--- config.mk ---
export PLATFORM = sky130hd
export DESIGN_NAME = regfile_bypass_flat
export DESIGN_NICKNAME = d
export VERILOG_FILES = /design/src/rtl/regfile_bypass_pkg.sv /design/src/rtl/regfile_bypass_if.sv /design/src/rtl/regfile_bypass_nbitreg.sv /design/src/rtl/regfile_bypass.sv /design/src/flat_wrapper.sv
export SDC_FILE = /design/constraint.sdc
export NUM_CORES = 1
export LEC_CHECK = 0
export CORE_MARGIN = 2
export CORE_UTILIZATION = 50
export CTS_CLUSTER_SIZE = 28
export DETAILED_ROUTE_END_ITERATION = 12
export GPL_ROUTABILITY_DRIVEN = 0
export PLACE_DENSITY = 0.69
export SETUP_SLACK_MARGIN = 0.4
export SLEW_MARGIN = 20
export SYNTH_ARGS = -nofsm -noshare
export SYNTH_HDL_FRONTEND = slang
export SYNTH_SLANG_ARGS = --single-unit
--- constraint.sdc ---
create_clock -name clk -period 1.25 [get_ports clk]
set_input_delay 0.125 -clock clk [delete_from_list [all_inputs] [get_ports clk]]
set_output_delay 0.125 -clock clk [all_outputs]
set_load 0.02 [all_outputs]
--- src/rtl/regfile_bypass_pkg.sv ---
// Shared register-file geometry for the decode and writeback stages,
// plus the simulation-only unknown-value detector used for the error flag.
package regfile_bypass_pkg;

    localparam int RF_WIDTH = 16;
    localparam int RF_NREGS = 8;
    localparam int RF_SELW  = 3;

    // True when any bit of v is X/Z; synthesis sees a constant 0.
    function automatic logic has_unknown(input logic [31:0] v);
`ifdef SYNTHESIS
        return 1'b0 & (^v);
`else
        return ((^v) === 1'bx);
`endif
    endfunction

endpackage

--- src/rtl/regfile_bypass_if.sv ---
// Decode/writeback bus into the register file: write port, two read ports
// and the sticky error flag.
interface regfile_bypass_if
    import regfile_bypass_pkg::*;
#(
    parameter int WIDTH = RF_WIDTH,
    parameter int SELW  = RF_SELW
);
    logic [SELW-1:0]  read1regsel;
    logic [SELW-1:0]  read2regsel;
    logic [SELW-1:0]  writeregsel;
    logic [WIDTH-1:0] writedata;
    logic             write;
    logic [WIDTH-1:0] read1data;
    logic [WIDTH-1:0] read2data;
    logic             err;

    modport master (
        output read1regsel, read2regsel, writeregsel, writedata, write,
        input  read1data, read2data, err
    );

    modport slave (
        input  read1regsel, read2regsel, writeregsel, writedata, write,
        output read1data, read2data, err
    );
endinterface

--- src/rtl/regfile_bypass_nbitreg.sv ---
// WIDTH-bit storage register with write enable and asynchronous active-low
// clear; one instance per architectural register.
module nbitreg
    import regfile_bypass_pkg::*;
#(
    parameter int WIDTH = RF_WIDTH
) (
    input  logic             clk,
    input  logic             rst,
    input  logic [WIDTH-1:0] writedata,
    input  logic             write,
    output logic [WIDTH-1:0] readdata
);
    logic [WIDTH-1:0] data_q;
    logic [WIDTH-1:0] data_d;

    always_comb begin
        data_d = data_q;
        if (write) begin
            data_d = writedata;
        end
    end

    always_ff @(posedge clk or negedge rst) begin
        if (!rst) begin
            data_q <= '0;
        end else begin
            data_q <= data_d;
        end
    end

    assign readdata = data_q;
endmodule

--- src/rtl/regfile_bypass.sv ---
// 8x16 register file with two combinational read ports, same-cycle
// write-to-read bypass, and a sticky flag for unknown control inputs.
module regfile_bypass
    import regfile_bypass_pkg::*;
#(
    parameter int WIDTH = RF_WIDTH,
    parameter int NREGS = RF_NREGS,
    parameter int SELW  = RF_SELW
) (
    input  logic            clk,
    input  logic            rst,
    regfile_bypass_if.slave bus
);
    logic [WIDTH-1:0] regs [NREGS];
    logic [NREGS-1:0] wr_en;
    logic             err_q;
    logic             err_d;

    always_comb begin
        wr_en = '0;
        for (int i = 0; i < NREGS; i++) begin
            wr_en[i] = bus.write && (bus.writeregsel == SELW'(i));
        end
    end

    for (genvar g = 0; g < NREGS; g++) begin : g_reg
        nbitreg #(.WIDTH(WIDTH)) u_reg (
            .clk       (clk),
            .rst       (rst),
            .writedata (bus.writedata),
            .write     (wr_en[g]),
            .readdata  (regs[g])
        );
    end

    // Bypass lets decode see writeback's value in the cycle it is written;
    // it is suppressed while reset is asserted so reads are clean zeros.
    always_comb begin
        bus.read1data = '0;
        bus.read2data = '0;
        if (rst) begin
            bus.read1data = (bus.write && (bus.writeregsel == bus.read1regsel))
                            ? bus.writedata : regs[bus.read1regsel];
            bus.read2data = (bus.write && (bus.writeregsel == bus.read2regsel))
                            ? bus.writedata : regs[bus.read2regsel];
        end
    end

    // Write select only matters when a write is actually requested.
    always_comb begin
        err_d = err_q;
        if (has_unknown(32'({bus.write, bus.read1regsel, bus.read2regsel}))) begin
            err_d = 1'b1;
        end
        if (bus.write && has_unknown(32'(bus.writeregsel))) begin
            err_d = 1'b1;
        end
    end

    always_ff @(posedge clk or negedge rst) begin
        if (!rst) begin
            err_q <= 1'b0;
        end else begin
            err_q <= err_d;
        end
    end

    assign bus.err = err_q;
endmodule

--- src/flat_wrapper.sv ---
// flat-port wrapper written by rule: the top's interface ports become plain ports
module regfile_bypass_flat import regfile_bypass_pkg::*;
#(
    parameter int WIDTH = RF_WIDTH,
    parameter int NREGS = RF_NREGS,
    parameter int SELW  = RF_SELW
)
  (clk, rst, bus_read1regsel, bus_read2regsel, bus_writeregsel, bus_writedata, bus_write, bus_read1data, bus_read2data, bus_err);
  regfile_bypass_if #(.WIDTH(WIDTH), .SELW(SELW)) bus_i ();
  input  logic clk;
  input  logic rst;
  input wire logic [$bits(bus_i.read1regsel)-1:0] bus_read1regsel;
  input wire logic [$bits(bus_i.read2regsel)-1:0] bus_read2regsel;
  input wire logic [$bits(bus_i.writeregsel)-1:0] bus_writeregsel;
  input wire logic [$bits(bus_i.writedata)-1:0] bus_writedata;
  input wire logic [$bits(bus_i.write)-1:0] bus_write;
  output wire logic [$bits(bus_i.read1data)-1:0] bus_read1data;
  output wire logic [$bits(bus_i.read2data)-1:0] bus_read2data;
  output wire logic [$bits(bus_i.err)-1:0] bus_err;
  assign bus_i.read1regsel = bus_read1regsel;
  assign bus_i.read2regsel = bus_read2regsel;
  assign bus_i.writeregsel = bus_writeregsel;
  assign bus_i.writedata = bus_writedata;
  assign bus_i.write = bus_write;
  assign bus_read1data = bus_i.read1data;
  assign bus_read2data = bus_i.read2data;
  assign bus_err = bus_i.err;
  regfile_bypass #(.WIDTH(WIDTH), .NREGS(NREGS), .SELW(SELW)) u_core (.clk(clk), .rst(rst), .bus(bus_i));
endmodule
### After elaboration in Yosys (flattened, before gate mapping)

Index checks and enable logic that the tools add are counted.

* bits in registers: 128
* latch bits: 0
* memory bits (writable): 0
* memory bits (read-only): 0
* input port bits: 28
* output and inout port bits: 33
* logic and storage cells: 42
* memories kept: 0

* add/sub/neg operators: 0
* multiply operators: 0
* div/mod/pow operators: 0
* magnitude comparators: 2
* equality and inequality tests: 9
* shift-type cells: 0
* muxes and demuxes: 10
* bitwise gates (word level): 2
* reduce and logical (&&, ||, !) cells: 11

Operator list (count)
* 16-bit two-way mux: 8
* 16-bit binary-select mux with 3-bit select: 2
* 3-bit equality test, second input constant: 4
* 1-bit logical AND: 10
* 4-bit >= comparator, second input constant: 2
* 3-bit inverter with 4-bit output: 2
* 3-bit by 2-bit equality test with 1-bit output, second input constant: 2
* 3-bit equality test: 2
* 3-bit by 1-bit equality test with 1-bit output, second input constant: 1
* 3-bit zero test: 1

### Longest topological paths before layout

Gate-level depths: netlist of the first run.

* depth after elaboration: 6
* depth in mapped cells: 7
* gate-level depth less buffers: 4

### Hierarchy

Synthesis of the first run repeated with hierarchy kept, for this count alone.

* cells, all modules: 554
* area total of the unflattened synthesis: 7947.6 µm²

By module, submodules not included
* nbitreg: times used 8, cells an instance 34, area an instance 649.4 µm², seq. area each 400.4 µm²
* regfile_bypass: times used 1, cells an instance 282, area an instance 2752.6 µm², seq. area each 0.0 µm²

### Worst setup path after synthesis of the first run

No wires, ideal clock.

* path kind: input port to output port
* start point: input bus_read1regsel[1]
* end point: output bus_read1data[10]
* data arrival time: 1.346 ns
* data required time: 1.125 ns
* setup slack: -0.221 ns
* cell stages on the path: 7
* path buffers: 3
* path through: buf_4 or2_1 clkbuf_1 buf_2 o22ai_1 a21oi_1 a21oi_1

* cells in the longest elaborated chain, start to end: 6
* elaborated cells between the ends (all ways): 8
* those cells by class: 1 x eq/ne; 5 x mux; 1 x bitwise; 1 x reduce/logical

RTL lines
* from (decl): RTL line flat_wrapper.sv:12 `input wire logic [$bits(bus_i.read1regsel)-1:0] bus_read1regsel;`
* 3-bit inverter with 4-bit output (not written as such): RTL line regfile_bypass.sv:43 `? bus.writedata : regs[bus.read1regsel];`
* 16-bit binary-select mux with 3-bit select: RTL line regfile_bypass.sv:43
* 16-bit two-way mux (not written as such) (2 in a row): RTL line regfile_bypass.sv:43
* 16-bit two-way mux (*): RTL line regfile_bypass.sv:43
* 16-bit two-way mux (*): RTL line regfile_bypass.sv:41 `if (rst) begin`
* to (decl): RTL line flat_wrapper.sv:17 `output wire logic [$bits(bus_i.read1data)-1:0] bus_read1data;`

Mark *: on every way between the ends. The rest lies on a longest branch, timed or not. The select of a mux whose other input is x is not followed.

### Worst setup path after layout of the first run

* start point: register u_core.g_reg[5].u_reg.data_q[3]
* end point: output bus_read2data[3]

* cells in the longest elaborated chain, start to end: 5

RTL lines
* from (decl): RTL line regfile_bypass_nbitreg.sv:14 `logic [WIDTH-1:0] data_q;`
* from (signal assigned): RTL line regfile_bypass_nbitreg.sv:28 `data_q <= data_d;`
* 16-bit binary-select mux with 3-bit select: RTL line regfile_bypass.sv:45 `? bus.writedata : regs[bus.read2regsel];`
* 16-bit two-way mux (not written as such) (2 in a row): RTL line regfile_bypass.sv:45
* 16-bit two-way mux: RTL line regfile_bypass.sv:45
* 16-bit two-way mux: RTL line regfile_bypass.sv:41
* to (decl): RTL line flat_wrapper.sv:18 `output wire logic [$bits(bus_i.read2data)-1:0] bus_read2data;`

Every way passes these cells. The select of a mux whose other input is x is not followed.

==> impl_metrics.env, run 1 <==
export IMPL_path_class="flop to primary output"
export IMPL_drt_wl_total_um=26800
export IMPL_switching_share=0.296
export IMPL_dr_max_layer_used="met4"
export IMPL_syn_inst=561
export IMPL_ys_dominant_reg_cell="dfrtp_1"
export IMPL_fin_cells=927
export IMPL_setup_ws_ps=-739
export IMPL_worstPathRequired_ps=1120
export IMPL_synth_most_common_cell="dfrtp_1"
export IMPL_comb_power_share=0.320
export IMPL_clock_power_share=0.326
export IMPL_synth_area_leader_cell="dfrtp_1"
export IMPL_drtIter0Drc=625
export IMPL_wl_met3_um=2140
export IMPL_synthTopCellsByCount="dfrtp_1, mux2_2, a21oi_1, mux2i_1, mux4_2"
export IMPL_design_core_area_um2=14400
export IMPL_dieArea_um2=15700
export IMPL_yosysSeqAreaShare=0.436
export IMPL_dpl_cell_count=843
export IMPL_reg2reg_to="u_core.g_reg[1].u_reg.readdata[14]"
export IMPL_cp_buffers_inverters=1
export IMPL_critPathMaxFanout=3
export IMPL_num_rows=44
export IMPL_cellPowerDensity_nw_per_um2=1510
export IMPL_rsz0062_at_grt="yes"
export IMPL_regToRegStartpoint="u_core.g_reg[1].u_reg.readdata[14]"
export IMPL_p_int_uw=11800
export IMPL_start_util=0.510
export IMPL_p_seq_frac=0.354
export IMPL_multi_input_area_um2=4690
export IMPL_nFillCells=810
export IMPL_fin_util=0.770
export IMPL_p_switching_uw=4970
export IMPL_wl_met1_um=10600
export IMPL_htree_levels=4
export IMPL_yosys_warnings=0
export IMPL_cts_tree="yes"
export IMPL_root_buffer="clkbuf_16"
export IMPL_setup_violations=32
export IMPL_cts_max_path_buffers=2
export IMPL_ant_nets=0
export IMPL_synthArstFlopShare=1.00
export IMPL_clk_pin_slew_ps=60
export IMPL_avgSynthCellArea_um2=13.1
export IMPL_skew_ps=0
export IMPL_max_slew_margin=0.604
export IMPL_r2r_slack_ps=210
export IMPL_outcome="finished, violations left"
export IMPL_grt_max_degree=34
export IMPL_ys_types=26
export IMPL_design_area_um2=11100
export IMPL_synth_area_leaders="dfrtp_1, mux2_2, mux4_2"
export IMPL_final_nets=758
export IMPL_cpMaxStageDelayCell="mux4_2"
export IMPL_fmax_mhz=503
export IMPL_leakagePower_uw=0.00512
export IMPL_viasPerCell=6.54
export IMPL_hold_violations=0
export IMPL_layout_drive_gt1_share=0.646
export IMPL_dpl_hpwl_um=14200
export IMPL_numPortBuffers=59
export IMPL_endpoint_kind="primary output"
export IMPL_drc=0
export IMPL_dr_wl_met2_um=12900
export IMPL_worst_pin_slew_ps=594
export IMPL_place_area_um2=9130
export IMPL_startpoint_type="flop"
export IMPL_synth_top_area_frac=0.436
export IMPL_syn_area_um2=7350
export IMPL_wl_per_cell_um=28.9
export IMPL_io_pins=61
export IMPL_reg2regPathDepth=3
export IMPL_cp_arrival_ps=1860
export IMPL_min_period_over_period=1.59
export IMPL_worstSetupPathDepth=4
export IMPL_firstDrtPassIters=5
export IMPL_synth_nets=589
export IMPL_hold_class="input pin to async pin"
export IMPL_fin_crit_ps=1990
export IMPL_synth_edf_count=0
export IMPL_via_count=6059
export IMPL_grt_antenna_before_repair=0
export IMPL_regArea_um2=3200
export IMPL_synth_seq_cells=128
export IMPL_clock_latency_ps=420
export IMPL_max_stage_delay_ps=590
export IMPL_ir_worst_vdd_uv=1250
export IMPL_grtUsageTotal=0.343
export IMPL_crit_top_cell="a21oi_2"
export IMPL_grt_ovfl_total=0
export IMPL_cap_violations=0
export IMPL_die_x_um=125
export IMPL_die_height_um=125
export IMPL_diodes=0
export IMPL_crit_chain="mux4_2 > a21oi_2 > a21oi_2 > buf_6"
export IMPL_final_max_slew_violation_count=0
export IMPL_largest_reg_flops=128
export IMPL_critPathTopFamily="multiplexers"
export IMPL_syn2layout_area_growth_pct=51.0
export IMPL_grt_pass1_vias=6495
export IMPL_grt_pass1_wl_um=40400
export IMPL_cts_sinks=128
export IMPL_violations="setup timing"
export IMPL_cts_buffers=17
==> worst max-delay path by stage <==
stage	slack (ps)	start	end
after global placement	-1190	bus_read1regsel[1]	bus_read1data[3]
final	-740	u_core.g_reg[5].u_reg.readdata[3]	bus_read2data[3]
after CTS	-670	u_core.g_reg[6].u_reg.readdata[14]	bus_read1data[14]
after detailed placement	-1200	bus_read1regsel[1]	bus_read1data[3]
after floorplan	-110	bus_writeregsel[2]	u_core.g_reg[2].u_reg.readdata[10]
after global routing	-750	u_core.g_reg[7].u_reg.readdata[3]	bus_read2data[3]
==> tightest hold or removal path: cells and delay by family <==
family                 cells  cell delay, ps
buffers and inverters      3             960
==> placed cells by master, fill, tap and decap left out, types with 2 or more instances in the layout <==
cell type and instances:
a21oi_2 52, a21oi_4 10, buf_12 24, buf_16 4, buf_2 7, buf_4 100, buf_6 44, buf_8 6
bufbuf_16 3, bufinv_16 4, clkbuf_16 19, clkbuf_8 5, clkdlybuf4s50_1 16, clkinv_2 4, clkinvlp_4 2, dfrtp_1 128
dlygate4sd2_1 2, mux2_4 127, mux2i_1 61, mux4_2 34, nand2b_4 2, nand4_1 2, nand4b_4 3, nor3_4 2
nor3b_4 2, o21ai_0 13, o21ai_1 17, o22ai_1 15, o22ai_2 15, xnor2_1 4, xnor2_2 2
==> through the flow <==
stage	setup slack, ps	hold slack, ps	setup TNS [ps]	total power (µW)
finish	-739	264	-19190	16800
floorplan	-113	-171	-4260	8430
global route	-749	280	-20440	17300
CTS	-666	252	-19800	16300
detailed placement	-1200	122	-105830	10000
global placement	-1190	129	-102020	9810
==> routing by layer <==
| layer | vias to the layer above | GRT usage |
|---|---|---|
| met5 | - | 0 |
| met4 | 0 | 0.174 |
| met3 | 93 | 0.0886 |
| met2 | 327 | 0.536 |
| met1 | 3173 | 0.444 |
| li1 | 2466 | - |
==> layout make-up <==
cell class | instances | share of cell area
clock buffer | 22 | 0.0445
sequential | 128 | 0.288
multi-input combinational | 371 | 0.422
clock inverter | 10 | 0.0140
tap | 184 | 0.0207
timing repair buffer | 212 | 0.210
==> power by group through the flow <==
stage | logic [µW] | registers [µW] | clock network (µW)
finish | 5390 | 5940 | 5480
detailed placement | 4190 | 5810 | 0
global placement | 4080 | 5730 | 0
floorplan | 2850 | 5580 | 0
CTS | 5000 | 5810 | 5480
global route | 5630 | 6010 | 5690
==> cell families (layout without fill, tap and decap cells) <==
kind of cell / after synthesis / after routing / synth area share
XOR/XNOR: 6 / 6 / 0.00715
other: 1 / 1 / 0.000510
AND/OR/NAND/NOR: 16 / 16 / 0.0248
multiplexers: 224 / 224 / 0.395
AO/OA/AOI/OAI: 124 / 124 / 0.0895
buffers and inverters: 62 / 244 / 0.0476
flip-flops: 128 / 128 / 0.436
==> timing repair <==
item	CTS	global route
cloned	8	1
buffers inserted	31	10
hold endpoints to repair	128	0
resized for setup	359	39
setup endpoints to repair	160	279
pin swaps	34	15
hold buffers	2	0
No activity file was read; power rests on OpenSTA's default activity.
==> run 2: changes to the inputs <==
--- a/config.mk
+++ b/config.mk
@@ -5,6 +5,7 @@
 export SDC_FILE = /design/constraint.sdc
 export NUM_CORES = 1
 export LEC_CHECK = 0
+export CAP_MARGIN = 40
 export CORE_MARGIN = 2
 export CORE_UTILIZATION = 50
 export CTS_CLUSTER_SIZE = 28
==> results of run 2 <==
The final DEF is identical to that of run 1; final timing and power are the same.
==> run 3: changes to the inputs <==
--- a/config.mk
+++ b/config.mk
@@ -5,9 +5,12 @@
 export SDC_FILE = /design/constraint.sdc
 export NUM_CORES = 1
 export LEC_CHECK = 0
+export ABC_AREA = 1
+export ABC_CLOCK_PERIOD_IN_PS = 1250
 export CAP_MARGIN = 40
 export CORE_MARGIN = 2
 export CORE_UTILIZATION = 50
+export CTS_CLUSTER_DIAMETER = 200
 export CTS_CLUSTER_SIZE = 28
 export DETAILED_ROUTE_END_ITERATION = 12
 export GPL_ROUTABILITY_DRIVEN = 0
==> run 3 against run 2 <==
The flow still finishes with violations (setup timing). Critical path depth increased by 3. Cell area grew 3.8%. Total power shrank 11%. Via count up 55%.
==> impl_metrics.env, run 3 <==
export IMPL_clock_latency_ps=420
export IMPL_yosys_warnings=0
export IMPL_drc=0
export IMPL_hold_violations=0
export IMPL_fmax_mhz=567
export IMPL_drt_wl_total_um=33100
export IMPL_ys_types=19
export IMPL_synth_seq_cells=128
export IMPL_leakagePower_uw=0.00553
export IMPL_reg2regPathDepth=4
export IMPL_synth_area_leaders="dfrtp_1, nand2_1, nand3_1"
export IMPL_cts_tree="yes"
export IMPL_numPortBuffers=59
export IMPL_design_core_area_um2=15100
export IMPL_diodes=0
export IMPL_clk_pin_slew_ps=60
export IMPL_fin_setup_tns_ps=-10830
export IMPL_cellPowerDensity_nw_per_um2=1300
export IMPL_htree_levels=4
export IMPL_wl_per_cell_um=21.5
export IMPL_firstDrtPassIters=10
export IMPL_critPathTopFamily="simple AND/OR/NAND/NOR gates"
export IMPL_grt_max_degree=33
export IMPL_p_total_uw=15000
export IMPL_synthArstFlopShare=1.00
export IMPL_rsz0062_at_grt="yes"
export IMPL_setup_ws_ps=-513
export IMPL_dieArea_um2=16400
export IMPL_layout_drive_gt1_share=0.330
export IMPL_clock_power_share=0.313
export IMPL_cts_max_path_buffers=2
export IMPL_grt_antenna_before_repair=0
export IMPL_critPathMaxFanout=3
export IMPL_grtUsageTotal=0.374
export IMPL_synth_nets=1201
export IMPL_worstSetupPathDepth=7
export IMPL_syn2layout_area_growth_pct=49.7
export IMPL_synth_top_area_frac=0.416
export IMPL_avgSynthCellArea_um2=6.57
export IMPL_via_count=9387
export IMPL_final_max_slew_violation_count=0
export IMPL_dpl_hpwl_um=16600
export IMPL_num_rows=45
export IMPL_endpoint_kind="primary output"
export IMPL_outcome="finished, violations left"
export IMPL_startpoint_type="flop"
export IMPL_switching_share=0.348
export IMPL_path_class="flop to primary output"
export IMPL_layout_commonest_cell="nand2_1"
export IMPL_p_switching_uw=5220
export IMPL_crit_chain="nand2_1 > nand3_1 > nand2_1 > nor2_2 > nor2_2 > nor2_2 > buf_6"
export IMPL_pre_cts_ws_ps=-1190
export IMPL_skew_ps=0
export IMPL_ir_worst_vdd_uv=1020
export IMPL_cp_arrival_ps=1640
export IMPL_p_int_uw=9790
export IMPL_root_buffer="clkbuf_16"
export IMPL_mostFrequentLayoutCells="nand2_1, nand3_1, dfrtp_1, buf_4, nor2_2"
export IMPL_synth_most_common_cell="nand2_1"
export IMPL_die_height_um=128
export IMPL_io_pins=61
export IMPL_viasPerCell=6.10
export IMPL_violations="setup timing"
export IMPL_nFillCells=1128
export IMPL_start_util=0.508
export IMPL_synth_area_leader_cell="dfrtp_1"
export IMPL_worstPathRequired_ps=1120
export IMPL_grt_ovfl_total=0
export IMPL_grt_pass1_vias=8637
export IMPL_max_stage_delay_ps=380
export IMPL_synthTopCellsByCount="nand2_1, nand3_1, dfrtp_1"
export IMPL_holdWs_ps=25.0
export IMPL_drtIter0Drc=1426
export IMPL_fin_crit_ps=1760
export IMPL_grt_pass1_wl_um=46700
export IMPL_syn_inst=1173
export IMPL_comb_power_share=0.309
export IMPL_crit_top_cell="nor2_2"
export IMPL_cap_violations=0
export IMPL_hold_class="input pin to async pin"
export IMPL_cp_buffers_inverters=1
export IMPL_min_period_over_period=1.41
export IMPL_yosysSeqAreaShare=0.416
export IMPL_fin_util=0.761
export IMPL_cts_buffers=17
export IMPL_die_x_um=128
export IMPL_p_seq_frac=0.378
export IMPL_cts_sinks=128
export IMPL_ys_dominant_reg_cell="dfrtp_1"
export IMPL_ant_nets=0
export IMPL_setup_violations=32
export IMPL_synth_edf_count=0
export IMPL_syn_area_um2=7700
export IMPL_cpMaxStageDelayCell="dfrtp_1"
export IMPL_largest_reg_flops=128
export IMPL_final_nets=1367
==> run 3: cell count changes after synthesis, moves of 30 or more <==
cell,before,now
mux4_2,34,0
o22ai_1,30,0
nor2_1,0,97
nand2_1,1,488
mux2_2,108,0
o21ai_0,32,112
nand3_1,0,193
a21oi_1,62,16
mux2i_1,62,0
==> run 3: logic make-up (layout without fill, tap and decap cells) <==
logic type             Yosys count  in the layout  share of synthesized area
AND/OR/NAND/NOR                805            806                      0.437
AO/OA/AOI/OAI                  128            128                     0.0832
flip-flops                     128            128                      0.416
buffers and inverters          111            289                     0.0635
other                            1              1                   0.000487
==> run 3: cell type report <==
class	count	area [µm²]	area share
inverter	27	111	0.00966
clock buffer	20	437	0.0379
tap	188	235	0.0204
timing repair buffer	230	2710	0.235
multi-input combinational	935	4730	0.410
sequential	128	3200	0.278
clock inverter	12	111	0.00966
==> run 3: path summary, 6_finish.rpt <==
kind | endpoint | slack [ps] | start
worst max-delay path | bus_read2data[4] | -510 | u_core.g_reg[1].u_reg.readdata[4]
worst min-delay path | u_core.g_reg[7].u_reg.readdata[0] | 30 | rst
worst max register to register | u_core.g_reg[3].u_reg.readdata[9] | 370 | u_core.g_reg[3].u_reg.readdata[9]
worst min register to register | u_core.g_reg[6].u_reg.readdata[11] | 510 | u_core.g_reg[6].u_reg.readdata[11]
max in group asynchronous | u_core.g_reg[5].u_reg.readdata[14] | 420 | rst
min in group clk | u_core.g_reg[2].u_reg.readdata[0] | 350 | bus_writedata[0]
==> run 3: power groups by stage <==
stage / clock (µW) / combinational (µW) / sequential [µW]
2_1_floorplan: 0 / 2220 / 5460
3_3_place_gp: 0 / 3390 / 5620
3_5_place_dp: 0 / 3460 / 5620
4_1_cts: 4690 / 3870 / 5570
5_1_grt: 4890 / 5050 / 5750
6_report: 4700 / 4640 / 5670
==> run 3: through the flow <==
stage / std cells / cell area, µm²
2_1_floorplan: 1173 / 7860
3_3_place_gp: 1441 / 9320
3_5_place_dp: 1441 / 9320
4_1_cts: 1508 / 10600
5_1_grt: 1540 / 11500
6_report: 1540 / 11500
==> run 3: worst reg2reg max path, cell delays in order, from the launching register on <==
cell and delay, ps:
dfrtp_1 410, buf_4 150, buf_6 100, nand2_1 50
o21ai_1 60
==> run 3: layer usage <==
layer | track usage | vias to the layer above | share of wire | wire [µm]
met3 | 0.0918 | 216 | 0.12 | 4040
met5 | 0 | - | 0 | 0
met2 | 0.591 | 719 | 0.44 | 14500
met4 | 0.195 | 0 | 0.075 | 2480
met1 | 0.477 | 4335 | 0.37 | 12100
li1 | - | 4117 | - | -
==> run 3: repair_timing <==
item	CTS	global route
hold buffers	5	0
pin swaps	74	92
gates resized for setup	299	201
setup endpoints to repair	160	203
hold endpoints to repair	128	0
buffers inserted	21	26
cloned	9	6
